## src/rtl/dmem_bus_bridge.sv

```systemverilog
// dmem_bus_bridge: turns single-cycle CPU data-memory accesses into handshaked
// bus transactions and holds the pipeline until the bus answers.
// Optional macro DMEM_TIMEOUT_EN adds a response timeout with a sticky err flag.
module dmem_bus_bridge #(
    parameter int unsigned AW        = 8,
    parameter int unsigned DW        = 32,
    parameter logic [31:0] BASE_ADDR = 32'h0000_0000,
    parameter int unsigned TIMEOUT   = 64
) (
    input  logic          clk,
    input  logic          rst_n,
    input  logic [AW-1:0] cpu_a,
    input  logic [DW-1:0] cpu_din,
    input  logic          cpu_mread,
    input  logic          cpu_mwrite,
    output logic [DW-1:0] cpu_dout,
    output logic          cpu_stall,
    output logic [31:0]   memory_addr,
    output logic          memory_rden,
    output logic          memory_wren,
    input  logic [31:0]   memory_read_val,
    output logic [31:0]   memory_write_val,
    input  logic          memory_response,
    output logic          err
);

    // The bus data path is fixed at 32 bits; reject other widths at elaboration.
    if (DW != 32 || TIMEOUT < 1) begin : g_param_check
        $error("dmem_bus_bridge: DW must be 32 and TIMEOUT must be at least 1");
    end

    typedef enum logic [1:0] {
        ST_IDLE  = 2'd0,
        ST_ISSUE = 2'd1,
        ST_WAIT  = 2'd2,
        ST_DONE  = 2'd3
    } state_t;

    state_t        state_q, state_d;
    logic [AW-1:0] a_q, a_d;
    logic [DW-1:0] din_q, din_d;
    logic          wr_q, wr_d;
    logic [DW-1:0] dout_q, dout_d;
    logic [31:0]   bus_addr;
    logic          cpu_req;

`ifdef DMEM_TIMEOUT_EN
    localparam int unsigned CW = $clog2(TIMEOUT + 1);
    logic [CW-1:0] cnt_q, cnt_d;
    logic          err_q, err_d;
`endif

    assign cpu_req  = cpu_mread | cpu_mwrite;
    assign bus_addr = BASE_ADDR + (32'(a_q) << 2);

    // Stall is combinational so the request cycle itself already holds the pipe;
    // it is also forced low while reset is asserted.
    assign cpu_stall = rst_n & cpu_req & (state_q != ST_DONE);
    assign cpu_dout  = dout_q;

`ifdef DMEM_TIMEOUT_EN
    assign err = err_q;
`else
    assign err = 1'b0;
`endif

    // State and transaction registers; reset aborts any transaction in flight.
    always_ff @(posedge clk or negedge rst_n) begin
        if (!rst_n) begin
            state_q <= ST_IDLE;
            a_q     <= '0;
            din_q   <= '0;
            wr_q    <= 1'b0;
            dout_q  <= '0;
`ifdef DMEM_TIMEOUT_EN
            cnt_q   <= '0;
            err_q   <= 1'b0;
`endif
        end else begin
            state_q <= state_d;
            a_q     <= a_d;
            din_q   <= din_d;
            wr_q    <= wr_d;
            dout_q  <= dout_d;
`ifdef DMEM_TIMEOUT_EN
            cnt_q   <= cnt_d;
            err_q   <= err_d;
`endif
        end
    end

    // Next-state logic and bus outputs; bus address/data are only driven while
    // a transaction is in ISSUE or WAIT and read as zero otherwise.
    always_comb begin
        state_d          = state_q;
        a_d              = a_q;
        din_d            = din_q;
        wr_d             = wr_q;
        dout_d           = dout_q;
        memory_rden      = 1'b0;
        memory_wren      = 1'b0;
        memory_addr      = '0;
        memory_write_val = '0;
`ifdef DMEM_TIMEOUT_EN
        cnt_d            = cnt_q;
        err_d            = err_q;
`endif

        case (state_q)
            ST_IDLE: begin
                if (cpu_req) begin
                    a_d     = cpu_a;
                    din_d   = cpu_din;
                    // A write wins when both strobes are high.
                    wr_d    = cpu_mwrite;
                    state_d = ST_ISSUE;
`ifdef DMEM_TIMEOUT_EN
                    cnt_d   = '0;
`endif
                end
            end

            ST_ISSUE, ST_WAIT: begin
                memory_addr      = bus_addr;
                memory_write_val = wr_q ? din_q : '0;
                if (state_q == ST_ISSUE) begin
                    memory_rden = ~wr_q;
                    memory_wren = wr_q;
                end
                if (memory_response) begin
                    if (!wr_q) begin
                        dout_d = memory_read_val;
                    end
                    state_d = ST_DONE;
                end else begin
`ifdef DMEM_TIMEOUT_EN
                    cnt_d = cnt_q + CW'(1);
                    if (cnt_q == CW'(TIMEOUT - 1)) begin
                        err_d   = 1'b1;
                        state_d = ST_DONE;
                        if (!wr_q) begin
                            dout_d = 32'hDEAD_BEEF;
                        end
                    end else begin
                        state_d = ST_WAIT;
                    end
`else
                    state_d = ST_WAIT;
`endif
                end
            end

            ST_DONE: begin
                state_d = ST_IDLE;
            end

            default: begin
                state_d = ST_IDLE;
            end
        endcase
    end

endmodule

```

## config.mk

```make
export PLATFORM = sky130hd
export DESIGN_NAME = dmem_bus_bridge
export DESIGN_NICKNAME = d
export VERILOG_FILES = /design/src/rtl/dmem_bus_bridge.sv
export SDC_FILE = /design/constraint.sdc
export NUM_CORES = 1
export LEC_CHECK = 0
export BUFFER_PORTS_ARGS = -buffer_cell sky130_fd_sc_hd__buf_2
export CELL_PAD_IN_SITES_DETAIL_PLACEMENT = 1
export CELL_PAD_IN_SITES_GLOBAL_PLACEMENT = 2
export CORE_MARGIN = 5
export CORE_UTILIZATION = 31
export CTS_CLUSTER_SIZE = 14
export DETAILED_ROUTE_END_ITERATION = 8
export PLACE_DENSITY = 0.95
export SETUP_SLACK_MARGIN = 0.2
export SLEW_MARGIN = 25
export SYNTH_ARGS = -nofsm -noshare
export SYNTH_HDL_FRONTEND = slang
export SYNTH_SLANG_ARGS = --single-unit
```

## constraint.sdc

```tcl
create_clock -name clk -period 2.75 [get_ports clk]
set_input_delay 0.275 -clock clk [delete_from_list [all_inputs] [get_ports clk]]
set_output_delay 0.275 -clock clk [all_outputs]
set_load 0.02 [all_outputs]
```

==> flow_metrics.py, run 1 <==
metrics = {
    "synthesis": {
        "syn_avg_cell_area_sq_um": 14.3,
        "synthTopCellsByArea": "dfrtp_1, mux2_2, mux2_4, and3_1, buf_4",
        "synthDistinctLibCells": 20,
        "ys.flop_type": "dfrtp_1",
        "yosys.area.top_type_share_pct": 53.3,
        "synthCells": 246,
        "synth_async_sr_flop_share_pct": 100,
        "ys_warn_count": 0,
        "synth_area_sq_um": 3520,
        "synth.most_common_cell": "dfrtp_1",
        "synth-seq-cells": 75,
        "yosysSeqAreaShare_pct": 53.3,
        "synth_common_cells": "dfrtp_1, mux2_2, and3_1, mux2_4, buf_4",
        "synth-edff-count": 0,
        "synth_top_area_cell": "dfrtp_1",
    },
    "clock_network": {
        "cts_buffers": 9,
        "clk_pin_slew_ns": 0.06,
        "cts_sinks": 75,
        "htreeDepth": 3,
        "clock_path_buffers": 2,
        "cts_resized": 0,
        "clk_latency_ns": 0.33,
        "cts_tree": "built",
        "cts.root.buffer_cell": "clkbuf_16",
    },
    "worst_hold_path": {
        "hold_depth": 2,
        "min_path_type": "in2reg",
        "hp-start": "cpu_din[22]",
        "hold_path_end": "din_q[22]",
    },
    "sta": {
        "rsz0062_at_grt": "false",
        "clock.fmax_mhz": 464,
        "tightestPinTransition_ns": 0.642,
        "relSlewSlack_pct": 57.2,
        "maxSlewViolCount": 0,
        "finalWorstSetupSlack_ns": 0.593,
        "hold_viol": 0,
        "timing.final.crit_share_pct": 78.4,
        "period_minus_slack_ns": 2.16,
        "skew_ns": 0.00552,
        "tns_ns": 0,
        "setup_viol": 0,
    },
    "power": {
        "powerDensity_nw_per_um2": 1390,
        "leakage_nw": 2.55,
        "power.share.switching_pct": 37.6,
        "power_w": 0.00648,
        "seqPwrFrac_pct": 30.4,
        "clkPwrFrac_pct": 20.7,
        "p_int_w": 0.00404,
        "p_comb_share_pct": 49.0,
        "net-switching-power_w": 0.00244,
        "ir_drop_mv": 0.635,
    },
    "global_routing": {
        "gr-total-overflow": 0,
        "antenna_found_initial": 1,
        "grt_pass1_vias": 2664,
        "track_usage_pct": 12.5,
        "grt_max_degree": 46,
        "grt_pass1_wl_um": 13100,
    },
    "critical_path": {
        "end_kind": "output pin",
        "r2r-start": "state_q[0]",
        "r2r_slack_ns": 0.83,
        "cp_data_required_time_ns": 2.48,
        "path_max_fanout": 43,
        "r2r-end": "cpu_dout[15]",
        "crit_path_cell_trace": "inv_1, ha_1, buf_4, and3_1, buf_2",
        "path_buf_inv": 3,
        "cp_slowest_cell": "dfrtp_1",
        "reg2regPathDepth": 4,
        "startpoint_type": "flop",
        "arrival_ns": 1.88,
        "crit_type": "reg2out",
        "critPathMaxStageDelay_ns": 0.40,
        "crit_family": "buffers and inverters",
    },
    "outcome": {
        "outcome": "completed",
    },
    "detailed_routing": {
        "ant_nets": 0,
        "drt-initial-drc-count": 56,
        "drc": 0,
        "drt_wl_total_um": 8540,
        "wire_per_inst_um": 15.6,
        "first_pass_iters": 4,
        "vias": 2398,
        "vias_per_cell": 4.39,
    },
    "final_layout": {
        "area_delta_synth_final_pct": 32.4,
        "nNetsFinal": 478,
        "finalInstanceArea_sq_um": 4660,
        "final_layout_size_suffix_gt1_share_pct": 60.8,
        "diodes": 0,
    },
    "placed_design": {
        "dp_hpwl_um": 6340,
        "placed_area_sq_um": 4280,
        "port_buffers": 151,
        "gp_congestion": 0.674,
        "pre_cts_ws_ns": 0.640,
    },
    "floorplanning": {
        "start_util_pct": 31.2,
        "rows": 39,
        "die_area_sq_um": 13600,
        "io-pin-count": 177,
        "die_w_um": 117,
        "dieHeight_um": 117,
        "core_sq_um": 11300,
    },
    "flow_run": {
        "drv_cap": 0,
    },
}
## worst max path at each step
stage                from             endpoint  slack, ns  cells past startpoint
2_1_floorplan  state_q[0]  memory_write_val[0]       1.15                      5
3_3_place_gp   cpu_mwrite             din_q[0]       0.72                      4
3_5_place_dp   cpu_mwrite               a_q[4]       0.64                      4
4_1_cts        state_q[0]  memory_write_val[5]       0.55                      5
5_1_grt        state_q[0]  memory_write_val[5]       0.49                      5
6_report       state_q[0]  memory_write_val[5]       0.59                      5
## routing by layer
metal  part of all wire (%)  up-vias  track usage, %
met5                   0.23        -               0
met4                   0.89        2            4.59
met3                     10        8            5.03
met2                     48      111            19.7
met1                     40     1178            15.4
li1                       -     1099               -
## kinds of logic after synthesis
kind of cell	share of synthesized area, %
multiplexers	26.9
other	0.107
adder cells (fa/ha/maj)	1.07
AO/OA/AOI/OAI	0.676
AND/OR/NAND/NOR	9.25
flip-flops	53.3
buffers and inverters	8.68
## per-stage QoR
stage	instances	util, %	hold WS [ns]
after floorplan	270	-	-0.0206
after global placement	528	38.0	0.237
after detailed placement	528	38.0	0.249
after CTS	545	41.1	0.150
after global routing	546	41.3	0.161
final	546	41.3	0.167
## flip-flops by register name, summed over array words and instances, names as in the netlist
signal / count
din_q: 32
wr_q: 1
cpu_dout: 32
a_q: 8
state_q: 2
## repair_timing
item | in CTS | in global routing
setup buffers | 0 | 0
hold buffers | 1 | 0
endpoints found under the hold margin | 30 | 0
## cell type report
class                   count  area (sq um)
repair buffers            157           826
flip-flops and latches     75          1880
multi-input cells         153          1430
clock inverters             7           116
fillers                  1249          6620
well taps                 143           179
inverters                   2          7.51
clock buffers               9           225
## power groups by stage
stage / combinational (W) / sequential, W / clock [W]
finish: 0.00317 / 0.00197 / 0.00134
global route: 0.00342 / 0.00203 / 0.00143
CTS: 0.00321 / 0.00197 / 0.00138
detailed placement: 0.00321 / 0.00197 / 0
global placement: 0.00311 / 0.00195 / 0
floorplan: 0.00205 / 0.00222 / 0
## layout by cell type, fill, tap and decap left out, types with 2 or more instances in the layout
master	n
and2_1	9
and3_1	32
buf_2	150
buf_4	5
bufinv_16	3
clkbuf_16	9
clkinv_2	2
conb_1	25
dfrtp_1	75
ha_1	3
inv_1	2
mux2_1	3
mux2_2	41
mux2_4	30
nor2b_1	3
nor3b_1	2
No activity file was read; power rests on OpenSTA's default activity.
==> run 2, diff against run 1 <==
Settings changed: ABC_AREA set to 1, CORE_UTILIZATION 31 to 22, PLACE_DENSITY 0.95 to 0.86.
Clock period 2.75 ns to 1.9 ns, I/O delays scaled along.
==> run 2 against run 1 <==
Against the previous run: hold slack got worse by 0.092 ns; register-to-register slack got worse by 0.53 ns; sequential share of layout area decreased by 7.3 points; clock power increased by 23%; flip-flop and latch count unchanged; cell count increased by 54%; first-iteration DRC count increased by 23%; synthesized cell count increased by 87%; largest power group unchanged; non-clock buffer count increased by 21.
==> flow_metrics.py, run 2 <==
metrics = {
    "critical_path": {
        "path_max_fanout": 8,
        "cp_slowest_cell": "dfrtp_1",
        "end_kind": "output pin",
        "arrival_ns": 1.59,
        "critPathMaxStageDelay_ns": 0.36,
        "startpoint_type": "flop",
        "crit_type": "reg2out",
        "cp_data_required_time_ns": 1.71,
        "crit_path_cell_trace": "inv_2, ha_4, nand2_8, buf_16, nor2_4, buf_6",
    },
    "floorplanning": {
        "die_area_sq_um": 19200,
        "die_w_um": 139,
        "dieHeight_um": 139,
        "start_util_pct": 22.2,
        "core_sq_um": 16400,
        "rows": 47,
        "io-pin-count": 177,
    },
    "detailed_routing": {
        "wire_per_inst_um": 15.2,
        "first_pass_iters": 4,
        "vias": 3522,
        "ant_nets": 0,
        "vias_per_cell": 4.18,
        "drt_wl_total_um": 12800,
        "drc": 0,
        "drt-initial-drc-count": 69,
    },
    "synthesis": {
        "ys_warn_count": 0,
        "ys.flop_type": "dfrtp_1",
        "synthDistinctLibCells": 15,
        "synthTopCellsByArea": "dfrtp_1, nand2_1, buf_4, nand3_1, nand4_1",
        "synth_async_sr_flop_share_pct": 100,
        "synth-seq-cells": 75,
        "synth_common_cells": "nand2_1, dfrtp_1, inv_1, nand3_1, nor2_1",
        "synth-edff-count": 0,
        "synth_area_sq_um": 3640,
        "yosys.area.top_type_share_pct": 51.5,
        "synth_top_area_cell": "dfrtp_1",
        "syn_avg_cell_area_sq_um": 7.94,
        "synthCells": 459,
        "synth.most_common_cell": "nand2_1",
        "yosysSeqAreaShare_pct": 51.5,
    },
    "worst_hold_path": {
        "min_path_type": "in2reg",
    },
    "outcome": {
        "outcome": "completed",
    },
    "power": {
        "leakage_nw": 3.07,
        "powerDensity_nw_per_um2": 1990,
        "ir_drop_mv": 0.814,
    },
    "global_routing": {
        "gr-total-overflow": 0,
        "grt_pass1_vias": 3779,
        "met2_usage_pct": 21.5,
        "grt_util_met1_pct": 16.3,
        "grt_pass1_wl_um": 20300,
        "antenna_found_initial": 1,
        "busiest_layer": "met2",
        "grtUsageMet3_pct": 5.62,
        "track_usage_pct": 13.3,
        "grt_max_degree": 76,
    },
    "clock_network": {
        "cts_tree": "built",
        "cts.root.buffer_cell": "clkbuf_16",
        "clock_path_buffers": 2,
        "clk_latency_ns": 0.35,
        "cts_buffers": 9,
        "htreeDepth": 3,
        "cts_sinks": 75,
        "clk_pin_slew_ns": 0.06,
    },
    "final_layout": {
        "area_delta_synth_final_pct": 56.1,
        "nNetsFinal": 696,
        "final_layout_size_suffix_gt1_share_pct": 40.1,
        "fill_cells": 1965,
        "layout_commonest_cell": "nand2_1",
        "final_cell_mix": "nand2_1, buf_2, dfrtp_1, nand3_1, buf_6",
        "finalInstanceArea_sq_um": 5690,
    },
    "sta": {
        "hold_viol": 0,
        "period_minus_slack_ns": 1.78,
        "tns_ns": 0,
        "timing.final.crit_share_pct": 93.8,
        "clock.fmax_mhz": 561,
        "rsz0062_at_grt": "true",
        "maxSlewViolCount": 0,
        "skew_ns": 0.00631,
        "setup_viol": 0,
    },
    "placed_design": {
        "gp_congestion": 0.739,
        "placed_area_sq_um": 4570,
        "dp_hpwl_um": 8220,
        "port_buffers": 151,
    },
    "flow_run": {
        "drv_cap": 0,
    },
}
run 2: cell types whose count changed after synthesis, moves of 9 or more:
cell	change
nand2_1	+164
inv_1	+43
nand3_1	+42
mux2_2	-41
nor2_1	+34
and3_1	-32
nand4_1	+32
mux2_4	-30
buf_2	+23
and2_1	-9
run 2: cell families (layout without fill, tap and decap cells):
family          Yosys count  in the layout  share of synthesized area (%)
buf+inv                 103            241                           14.7
flops                    75             75                           51.5
simple gates            275            275                           32.2
fa+ha+maj                 3              3                           1.03
other cells               1             26                          0.103
compound gates            2              2                          0.378
run 2: stage by stage:
stage          setup WS [ns]  power [W]  instances  utilization (%)  hold slack, ns
2_1_floorplan          0.319    0.00573        483                -          -0.106
3_3_place_gp           0.291    0.00715        808             27.6           0.276
3_5_place_dp           0.238    0.00733        810             27.9           0.280
4_1_cts               0.0846     0.0107        837             33.0          0.0564
5_1_grt               0.0349     0.0121        841             34.6          0.0730
6_report               0.118     0.0113        842             34.7          0.0752
run 2: what timing repair did:
| item | CTS | global route |
|---|---|---|
| setup buffers | 5 | 3 |
| pin swaps | 1 | 1 |
| gates cloned | 5 | 1 |
| hold buffers | 1 | 0 |
| setup endpoints to repair | 40 | 57 |
| gates resized for setup | 114 | 63 |
| endpoints found under the hold margin | 75 | 0 |
run 2: path summary, 6_finish.rpt:
kind                            slack (ns)                   end         start  cells past startpoint
worst min register to register        0.47          cpu_dout[11]  cpu_dout[11]                      2
worst max-delay path                  0.12  memory_write_val[15]    state_q[1]                      6
worst max register to register        0.30          cpu_dout[29]    state_q[1]                      9
max in group asynchronous             1.10           cpu_dout[7]         rst_n                      3
min in group asynchronous             0.47             din_q[13]         rst_n                      3
worst min-delay path                  0.08             din_q[30]   cpu_din[30]                      3
run 2: critical path, delay by kind of cell, from the launching register on:
kind	cells	cell delay, ns
flops	1	0.36
simple gates	2	0.20
fa+ha+maj	1	0.30
buf+inv	3	0.38
run 2: area by class of cell:
type / count / area (sq um) / share of cell area (%)
multi-input combinational: 305 / 1640 / 28.9
tap: 220 / 275 / 4.84
sequential: 75 / 1880 / 33.0
inverter: 47 / 176 / 3.10
clock buffer: 9 / 225 / 3.96
timing repair buffer: 178 / 1430 / 25.1
antenna: 1 / 2.50 / 0.0440
clock inverter: 7 / 57.6 / 1.01
run 2: layer usage:
metal / vias up / part of all wire, %
met3: 14 / 8.5
met5: - / 0.10
li1: 1694 / -
met2: 140 / 47
met4: 2 / 1.2
met1: 1672 / 44
run 2: power breakdown:
group	leakage, nW	switching (W)	internal, W
registers	0.931	0.000465	0.00237
clock network	0.129	0.000746	0.000903
logic	2.01	0.00389	0.00292
